`src/rtl/ddr_cmd_sequencer.sv`:
```
`default_nettype none
// ============================================================================
//  Module      : ddr_cmd_sequencer
//  Description : Upstream command stage for the HDR-DDR engine. Fetches a
//                queue of 32-bit command descriptors from the register file,
//                decodes each one into the engine command fields, launches the
//                engine, waits for done (guarded by a watchdog) and writes one
//                16-bit response word per command back to the register file.
//  Ports       :
//    i_sys_clk / i_sys_rst        clock, synchronous active-high reset
//    i_hc_start, i_cmd_count      queue start pulse and descriptor count
//    o_regf_rd_en, o_regf_addr    descriptor read strobe / shared address
//    i_regf_rd_data               descriptor word, valid one cycle after read
//    o_resp_wr_en, o_resp_data    response write strobe / response word
//    o_engine_en, o_regf_*        engine enable and decoded command fields
//    i_engine_done, i_regf_abort,
//    i_regf_error_type            engine completion status (qualified by done)
//    o_seq_busy/done/err          queue status
//  Revision    : 1.0 - initial release
// ============================================================================
module ddr_cmd_sequencer #(
    parameter logic [9:0] CMD_BASE_ADDR  = 10'd0,
    parameter logic [9:0] RESP_BASE_ADDR = 10'd64,
    parameter int         TIMEOUT_CYCLES = 4096,
    parameter bit         STOP_ON_ERR    = 1'b1
) (
    input  logic        i_sys_clk,
    input  logic        i_sys_rst,
    input  logic        i_hc_start,
    input  logic [3:0]  i_cmd_count,
    output logic        o_regf_rd_en,
    output logic [9:0]  o_regf_addr,
    input  logic [31:0] i_regf_rd_data,
    output logic        o_resp_wr_en,
    output logic [15:0] o_resp_data,
    output logic        o_engine_en,
    output logic        o_regf_toc,
    output logic [4:0]  o_regf_dev_index,
    output logic        o_regf_short_read,
    output logic        o_regf_wroc,
    output logic        o_regf_wr_rd_bit,
    output logic        o_regf_cmd_attr,
    output logic [2:0]  o_regf_dtt,
    output logic [15:0] o_regf_DATA_LEN,
    input  logic        i_engine_done,
    input  logic        i_regf_abort,
    input  logic [3:0]  i_regf_error_type,
    output logic        o_seq_busy,
    output logic        o_seq_done,
    output logic        o_seq_err
);

    localparam logic [2:0] c_S_IDLE   = 3'd0;
    localparam logic [2:0] c_S_FETCH  = 3'd1;
    localparam logic [2:0] c_S_LATCH  = 3'd2;
    localparam logic [2:0] c_S_LAUNCH = 3'd3;
    localparam logic [2:0] c_S_WAIT   = 3'd4;
    localparam logic [2:0] c_S_RESP   = 3'd5;
    localparam logic [2:0] c_S_NEXT   = 3'd6;
    localparam logic [2:0] c_S_DONE   = 3'd7;

    // The watchdog only ever needs to reach TIMEOUT_CYCLES-1.
    localparam int                 c_WD_W    = (TIMEOUT_CYCLES > 1) ? $clog2(TIMEOUT_CYCLES) : 1;
    localparam logic [c_WD_W-1:0]  c_WD_LAST = c_WD_W'(TIMEOUT_CYCLES - 1);
    localparam logic [c_WD_W-1:0]  c_WD_ONE  = c_WD_W'(1);

    logic [2:0]        r_state;
    logic [3:0]        r_index;
    logic [3:0]        r_count;
    logic [c_WD_W-1:0] r_wdog;
    logic              r_fail;      // current command ended in abort or timeout

    logic [3:0] w_next_index;
    logic [9:0] w_next_cmd_addr;
    logic [9:0] w_resp_addr;
    logic       w_unused_rsvd;

    assign w_next_index    = r_index + 4'd1;
    assign w_next_cmd_addr = CMD_BASE_ADDR + {6'b0, w_next_index};
    assign w_resp_addr     = RESP_BASE_ADDR + {6'b0, r_index};
    assign w_unused_rsvd   = ^i_regf_rd_data[15:13];

    always_ff @(posedge i_sys_clk) begin
        if (i_sys_rst) begin
            r_state           <= c_S_IDLE;
            r_index           <= 4'd0;
            r_count           <= 4'd0;
            r_wdog            <= '0;
            r_fail            <= 1'b0;
            o_regf_rd_en      <= 1'b0;
            o_regf_addr       <= 10'd0;
            o_resp_wr_en      <= 1'b0;
            o_resp_data       <= 16'd0;
            o_engine_en       <= 1'b0;
            o_regf_toc        <= 1'b0;
            o_regf_dev_index  <= 5'd0;
            o_regf_short_read <= 1'b0;
            o_regf_wroc       <= 1'b0;
            o_regf_wr_rd_bit  <= 1'b0;
            o_regf_cmd_attr   <= 1'b0;
            o_regf_dtt        <= 3'd0;
            o_regf_DATA_LEN   <= 16'd0;
            o_seq_busy        <= 1'b0;
            o_seq_done        <= 1'b0;
            o_seq_err         <= 1'b0;
        end else begin
            // Strobes are single-cycle unless a state below re-asserts them.
            o_regf_rd_en <= 1'b0;
            o_resp_wr_en <= 1'b0;
            o_seq_done   <= 1'b0;

            case (r_state)
                c_S_IDLE: begin
                    if (i_hc_start) begin
                        r_index <= 4'd0;
                        if (i_cmd_count == 4'd0) begin
                            r_state <= c_S_DONE;
                        end else begin
                            r_count      <= i_cmd_count;
                            o_seq_err    <= 1'b0;
                            o_seq_busy   <= 1'b1;
                            // Outputs are registered, so the read is issued
                            // on the transition into FETCH.
                            o_regf_rd_en <= 1'b1;
                            o_regf_addr  <= CMD_BASE_ADDR;
                            r_state      <= c_S_FETCH;
                        end
                    end
                end

                c_S_FETCH: begin
                    r_state <= c_S_LATCH;
                end

                c_S_LATCH: begin
                    o_regf_toc        <= i_regf_rd_data[0];
                    o_regf_dev_index  <= i_regf_rd_data[5:1];
                    o_regf_short_read <= i_regf_rd_data[6];
                    o_regf_wroc       <= i_regf_rd_data[7];
                    o_regf_wr_rd_bit  <= i_regf_rd_data[8];
                    o_regf_cmd_attr   <= i_regf_rd_data[9];
                    o_regf_dtt        <= i_regf_rd_data[12:10];
                    o_regf_DATA_LEN   <= i_regf_rd_data[31:16];
                    o_engine_en       <= 1'b1;
                    r_state           <= c_S_LAUNCH;
                end

                c_S_LAUNCH: begin
                    r_wdog  <= '0;
                    r_state <= c_S_WAIT;
                end

                c_S_WAIT: begin
                    // Done is checked first so it wins over a coincident expiry.
                    if (i_engine_done) begin
                        o_engine_en  <= 1'b0;
                        o_resp_wr_en <= 1'b1;
                        o_regf_addr  <= w_resp_addr;
                        o_resp_data  <= {i_regf_error_type, i_regf_abort, 1'b0, r_index, 6'b0};
                        r_fail       <= i_regf_abort;
                        if (i_regf_abort) begin
                            o_seq_err <= 1'b1;
                        end
                        r_state <= c_S_RESP;
                    end else if (r_wdog == c_WD_LAST) begin
                        o_engine_en  <= 1'b0;
                        o_resp_wr_en <= 1'b1;
                        o_regf_addr  <= w_resp_addr;
                        o_resp_data  <= {4'hF, 1'b1, 1'b1, r_index, 6'b0};
                        r_fail       <= 1'b1;
                        o_seq_err    <= 1'b1;
                        r_state      <= c_S_RESP;
                    end else begin
                        r_wdog <= r_wdog + c_WD_ONE;
                    end
                end

                c_S_RESP: begin
                    r_state <= c_S_NEXT;
                end

                c_S_NEXT: begin
                    r_index <= w_next_index;
                    if (w_next_index == r_count) begin
                        r_state <= c_S_DONE;
                    end else if (STOP_ON_ERR && r_fail) begin
                        r_state <= c_S_DONE;
                    end else begin
                        o_regf_rd_en <= 1'b1;
                        o_regf_addr  <= w_next_cmd_addr;
                        r_state      <= c_S_FETCH;
                    end
                end

                c_S_DONE: begin
                    o_seq_done <= 1'b1;
                    o_seq_busy <= 1'b0;
                    r_state    <= c_S_IDLE;
                end

                default: begin
                    r_state <= c_S_IDLE;
                end
            endcase
        end
    end

endmodule
`default_nettype wire

```
`config.mk`:
```
export PLATFORM = sky130hd
export DESIGN_NAME = ddr_cmd_sequencer
export DESIGN_NICKNAME = d
export VERILOG_FILES = /design/src/rtl/ddr_cmd_sequencer.sv
export SDC_FILE = /design/constraint.sdc
export NUM_CORES = 1
export LEC_CHECK = 0
export ABC_AREA = 1
export BUFFER_PORTS_ARGS = -buffer_cell sky130_fd_sc_hd__clkbuf_2
export CAP_MARGIN = 30
export CORE_MARGIN = 2
export CORE_UTILIZATION = 54
export DETAILED_ROUTE_END_ITERATION = 6
export PLACE_DENSITY = 0.82
export SETUP_SLACK_MARGIN = 0.02
export SLEW_MARGIN = 20
export SYNTH_ARGS = -nofsm -noshare
export SYNTH_HDL_FRONTEND = slang
export SYNTH_SLANG_ARGS = --single-unit
```
`constraint.sdc`:
```
create_clock -name i_sys_clk -period 3.3 [get_ports i_sys_clk]
set_clock_uncertainty 0.1 [all_clocks]
set_input_delay 0.165 -clock i_sys_clk [delete_from_list [all_inputs] [get_ports i_sys_clk]]
set_output_delay 0.165 -clock i_sys_clk [all_outputs]
set_load 0.02 [all_outputs]
```
==> results.md <==
* Status: complete, no violations
* Arrival time of the worst setup path at roughly 2100 ps
* End-of-flow core utilization at roughly 73%
* Routed length per placed instance at between 10 and 15 um
* Area leader, netlist: sky130_fd_sc_hd__dfxtp_1
* Clock-pin slew of the registers on the worst-case setup and hold paths at 70 ps
* Stage delay of the slowest cell on the critical path at roughly 370 ps
* Last weighted congestion value of the routability-driven placer at 0.878
* Final wirelength at between 7 and 8 mm
* Relative slew margins at between 40% and 50%
* Final Max Tran Viols at 0
* Pint at around 0.0015 W
* Final Hold Vio Count at 0
* Filler cells at approximately 440
* Yosys warning total at 0
* Worst min-delay path class: primary input to flip-flop
* Placed instance area at 3580 sq um
* Quantity of I/O buffers inserted on ports at 91
* Kind of critical path: flip-flop to flip-flop
* ANT cells at 0
* Final setup violating endpoints at 0
* Number of nets in the layout at between 600 and 700
* Reg2Reg Setup Slack at 1310 ps
* Number of synthesized flops with an enable pin at 0
* Signed area change from the synthesized netlist to the final layout at 29.8%
* Power Density at about 540 nW/um^2
* Iter 0 DRT Violations at around 230
* Number of instances in the synthesized netlist at ~440
* Non-filler instance count after layout at ~630
* Clock Power Share at between 20 and 30%
* Unrepaired setup endpoints after global routing: no
* Initial Utilization at 56.6%
* H-tree lvl count at 3
* Clock insertion delay at the later pin of the skew report at roughly 340 ps
* Global routing usage summed across all routing layers at roughly a quarter
* Switching pwr at 0.000736 W
* Design Area, Final at 4090 sq um
* Mux cell area share after synthesis at 0%
* DRT Pass-1 Iters at 5
* Most common cell in the synthesized netlist: sky130_fd_sc_hd__nor2_1
* Post CTS Setup Buffer Count at 0
* Proportion of synthesized flip-flops having asynchronous set or reset at 0%
* Total buffers and inverters traversed by the critical path at 0
* Peak supply drop at 419 uV
* Worst setup SP type: flip-flop
* TritonCTS sink count at 73
* Number of antenna violations at the first check in global routing at 0
* Number of maximum-capacitance violations at 0
* Xor/xnor share of the synthesized area at 0.278%
* Actual transition at the worst max-transition pin at about 820 ps
* HPWL after DPL at roughly 5 mm
* Number of clock buffers inserted by TritonCTS at 9
* Total number of vias at between 3,000 and 4,000
* Antenna viol nets, final at 0
* Max Clk Rate at about 500 MHz
* Slowest CP cell: sky130_fd_sc_hd__dfxtp_1
* Detailed-route vias per instance at 5.06
* Sequential share of power at between 40% and 50%
* Num rows at 27
* Yosys cell types at 31
* Share of the clock period used by the worst path after layout at 60.2%
* Drc violations at 0
* Overall die height at approximately 80 um
* Number of cells traversed by the worst hold path at 3
* Synthesized flop and latch total at 73
* Area of the core at around 5600 sq um
* Total Die Area at between 6000 and 7000 sq um
* Cell Area, Synth at about 3200 sq um
* Total placed cells including tap cells at between 500 and 600
* Top fanout value on the critical path at 12
* Sequential element share of the synthesized area at between 40% and 50%
* Via count of the first global-routing pass at 2,926
* Standby leakage power at just under 2 nW
* Cell chain of the critical path: ha_1, nand2_1, nor2_1, nand3_1, nand3_4, nand2_2, nand2_2, nor2_1, o21ai_0, nor2_1
* Min cycle time layout at 1990 ps
* Post-synthesis compound-gate area fraction at roughly 14%
* Critical Path RT at around 3400 ps
* Pre-CTS setup slack at roughly 1400 ps
* Maximum number of pins on one net before global-route repair at 31
* CTS Root Cell: sky130_fd_sc_hd__clkbuf_8
* Worst Hold Endpoint: o_resp_data[15]
* Simple-gate area share of the yosys netlist at between 20 and 30%
* Top area cells in the synthesized netlist: sky130_fd_sc_hd__dfxtp_1 46%, sky130_fd_sc_hd__nor2_1 11%, sky130_fd_sc_hd__nand2_1 8.1%, sky130_fd_sc_hd__o21ai_0 7.6%, sky130_fd_sc_hd__a21oi_1 4.6%
* Worst R2R Start: r_wdog[1]
* Switching fraction of total power at 33.4%
* Worst path most repeated cell: sky130_fd_sc_hd__nor2_1
* Post-Synthesis Mean Instance Area at a little over 7 sq um
* Fraction of power consumed by combinational cells at 25.7%
* Fraction of layout cells with a size suffix above 1 at about a fifth
* Die width at 80.4 um
* Area share of the largest cell type after synthesis at between 40% and 50%
* Largest family of logic cells by synthesized area: simple AND/OR/NAND/NOR gates
* Top-level I/O count at 106
* Final worst setup slack at about 1300 ps
* Overall overflow remaining after global route at 0
* Post-synth top cells: 92 x sky130_fd_sc_hd__nor2_1, 73 x sky130_fd_sc_hd__dfxtp_1, 68 x sky130_fd_sc_hd__nand2_1, 48 x sky130_fd_sc_hd__o21ai_0, 38 x sky130_fd_sc_hd__inv_1
* Crit. End Element: flip-flop
* CTS tree: built
* Fin Setup TNS at 0 ps
* Endpoint of the most critical register-to-register path: r_wdog[9]
* Hold Crit Start: i_regf_error_type[3]
* CP delay by family, top: simple AND/OR/NAND/NOR gates
* Worst-case reg-to-reg path depth at 10
* First-pass GRT wire length at 13.1 mm
* Primary flip-flop cell chosen by synthesis mapping: sky130_fd_sc_hd__dfxtp_1
* Adder and majority cell fraction of the synthesized area at less than 1%
* Number of buffers on the longest clock path at 2
==> metrics by stage <==
| stage | hold WS (ps) | power [W] |
|---|---|---|
| floorplan | 190 | 0.00142 |
| global placement | 277 | 0.00155 |
| detailed placement | 277 | 0.00157 |
| CTS | 3.93 | 0.00219 |
| global route | 34.6 | 0.00231 |
| finish | 16.1 | 0.00220 |
==> placed cells by master, fill, tap and decap left out, types with 7 or more instances in the layout <==
master                          instances
sky130_fd_sc_hd__dfxtp_1               73
sky130_fd_sc_hd__clkbuf_2              91
sky130_fd_sc_hd__a21oi_1               29
sky130_fd_sc_hd__dlygate4sd3_1         33
sky130_fd_sc_hd__o21ai_0               48
sky130_fd_sc_hd__nand3_1               25
sky130_fd_sc_hd__conb_1                11
sky130_fd_sc_hd__inv_1                 38
sky130_fd_sc_hd__nand2_1               68
sky130_fd_sc_hd__clkbuf_8              10
sky130_fd_sc_hd__nor3_1                 7
sky130_fd_sc_hd__nor2_1                92
==> cells by family (layout without fill, tap and decap cells) <==
| family | Yosys count | after routing |
|---|---|---|
| and+or+nand+nor | 208 | 208 |
| AOI/OAI and AO/OA | 84 | 84 |
| DFF | 73 | 73 |
| buffers and inverters | 67 | 181 |
| adders and majority gates | 2 | 2 |
| other | 1 | 11 |
| xor gates and xnor gates | 1 | 1 |
==> routing by layer <==
metal / global-route usage [%] / up-vias / part of all wire, % / routed length [um]
li1: - / 1616 / - / -
met1: 32.3 / 1435 / 44 / 3490
met2: 42.4 / 130 / 48 / 3820
met3: 6.07 / 14 / 6.7 / 535
met4: 11.2 / 0 / 1.8 / 143
met5: 0 / - / 0 / 0
==> power groups by stage <==
| stage | combinational, W | clock, W | sequential (W) |
|---|---|---|---|
| 2_1_floorplan | 0.000268 | 0 | 0.00115 |
| 3_3_place_gp | 0.000507 | 0 | 0.00105 |
| 3_5_place_dp | 0.000517 | 0 | 0.00105 |
| 4_1_cts | 0.000550 | 0.000608 | 0.00103 |
| 5_1_grt | 0.000621 | 0.000644 | 0.00105 |
| 6_report | 0.000565 | 0.000599 | 0.00104 |
==> registers in the layout (all words and copies together), names as in the netlist, 3 cells and up <==
| register | cells |
|---|---|
| o_regf_DATA_LEN | 16 |
| r_wdog | 12 |
| o_resp_data | 10 |
| o_regf_addr | 5 |
| o_regf_dev_index | 5 |
| r_count | 4 |
| r_index | 4 |
| o_regf_dtt | 3 |
| r_state | 3 |
==> how the worst max path moves through the flow <==
stage | start | endpoint | slack (ps) | depth (start not counted)
global route | r_index[0] | o_regf_addr[1] | 1120 | 11
detailed placement | r_index[0] | o_regf_addr[3] | 1370 | 11
CTS | r_wdog[1] | r_wdog[9] | 1320 | 10
global placement | r_index[0] | o_regf_addr[1] | 1410 | 11
finish | r_wdog[1] | r_wdog[9] | 1310 | 10
floorplan | r_index[0] | o_regf_addr[0] | 1680 | 12
==> area by class of cell <==
| cell class | count | area, sq um | share of cell area, % |
|---|---|---|---|
| flip-flops and latches | 73 | 1460 | 35.7 |
| multi-input cells | 306 | 1420 | 34.6 |
| clock buffers | 12 | 145 | 3.55 |
| inverters | 39 | 146 | 3.58 |
| clock inverters | 3 | 17.5 | 0.428 |
| repair buffers | 127 | 816 | 19.9 |
| well taps | 72 | 90.1 | 2.20 |
==> worst reg2reg max path: cells and delay by family, from the launching register on <==
kind	cells	cell delay, ps
AND/OR/NAND/NOR	8	1070
flip-flops	1	370
adder cells (fa/ha/maj)	1	180
AO/OA/AOI/OAI	1	150
==> repair_timing <==
action / 4_1_cts / 5_1_grt
resized for setup: 0 / 0
hold buffers: 33 / 0
hold endpoints to repair: 33 / 0
No activity file was read; power rests on OpenSTA's default activity.
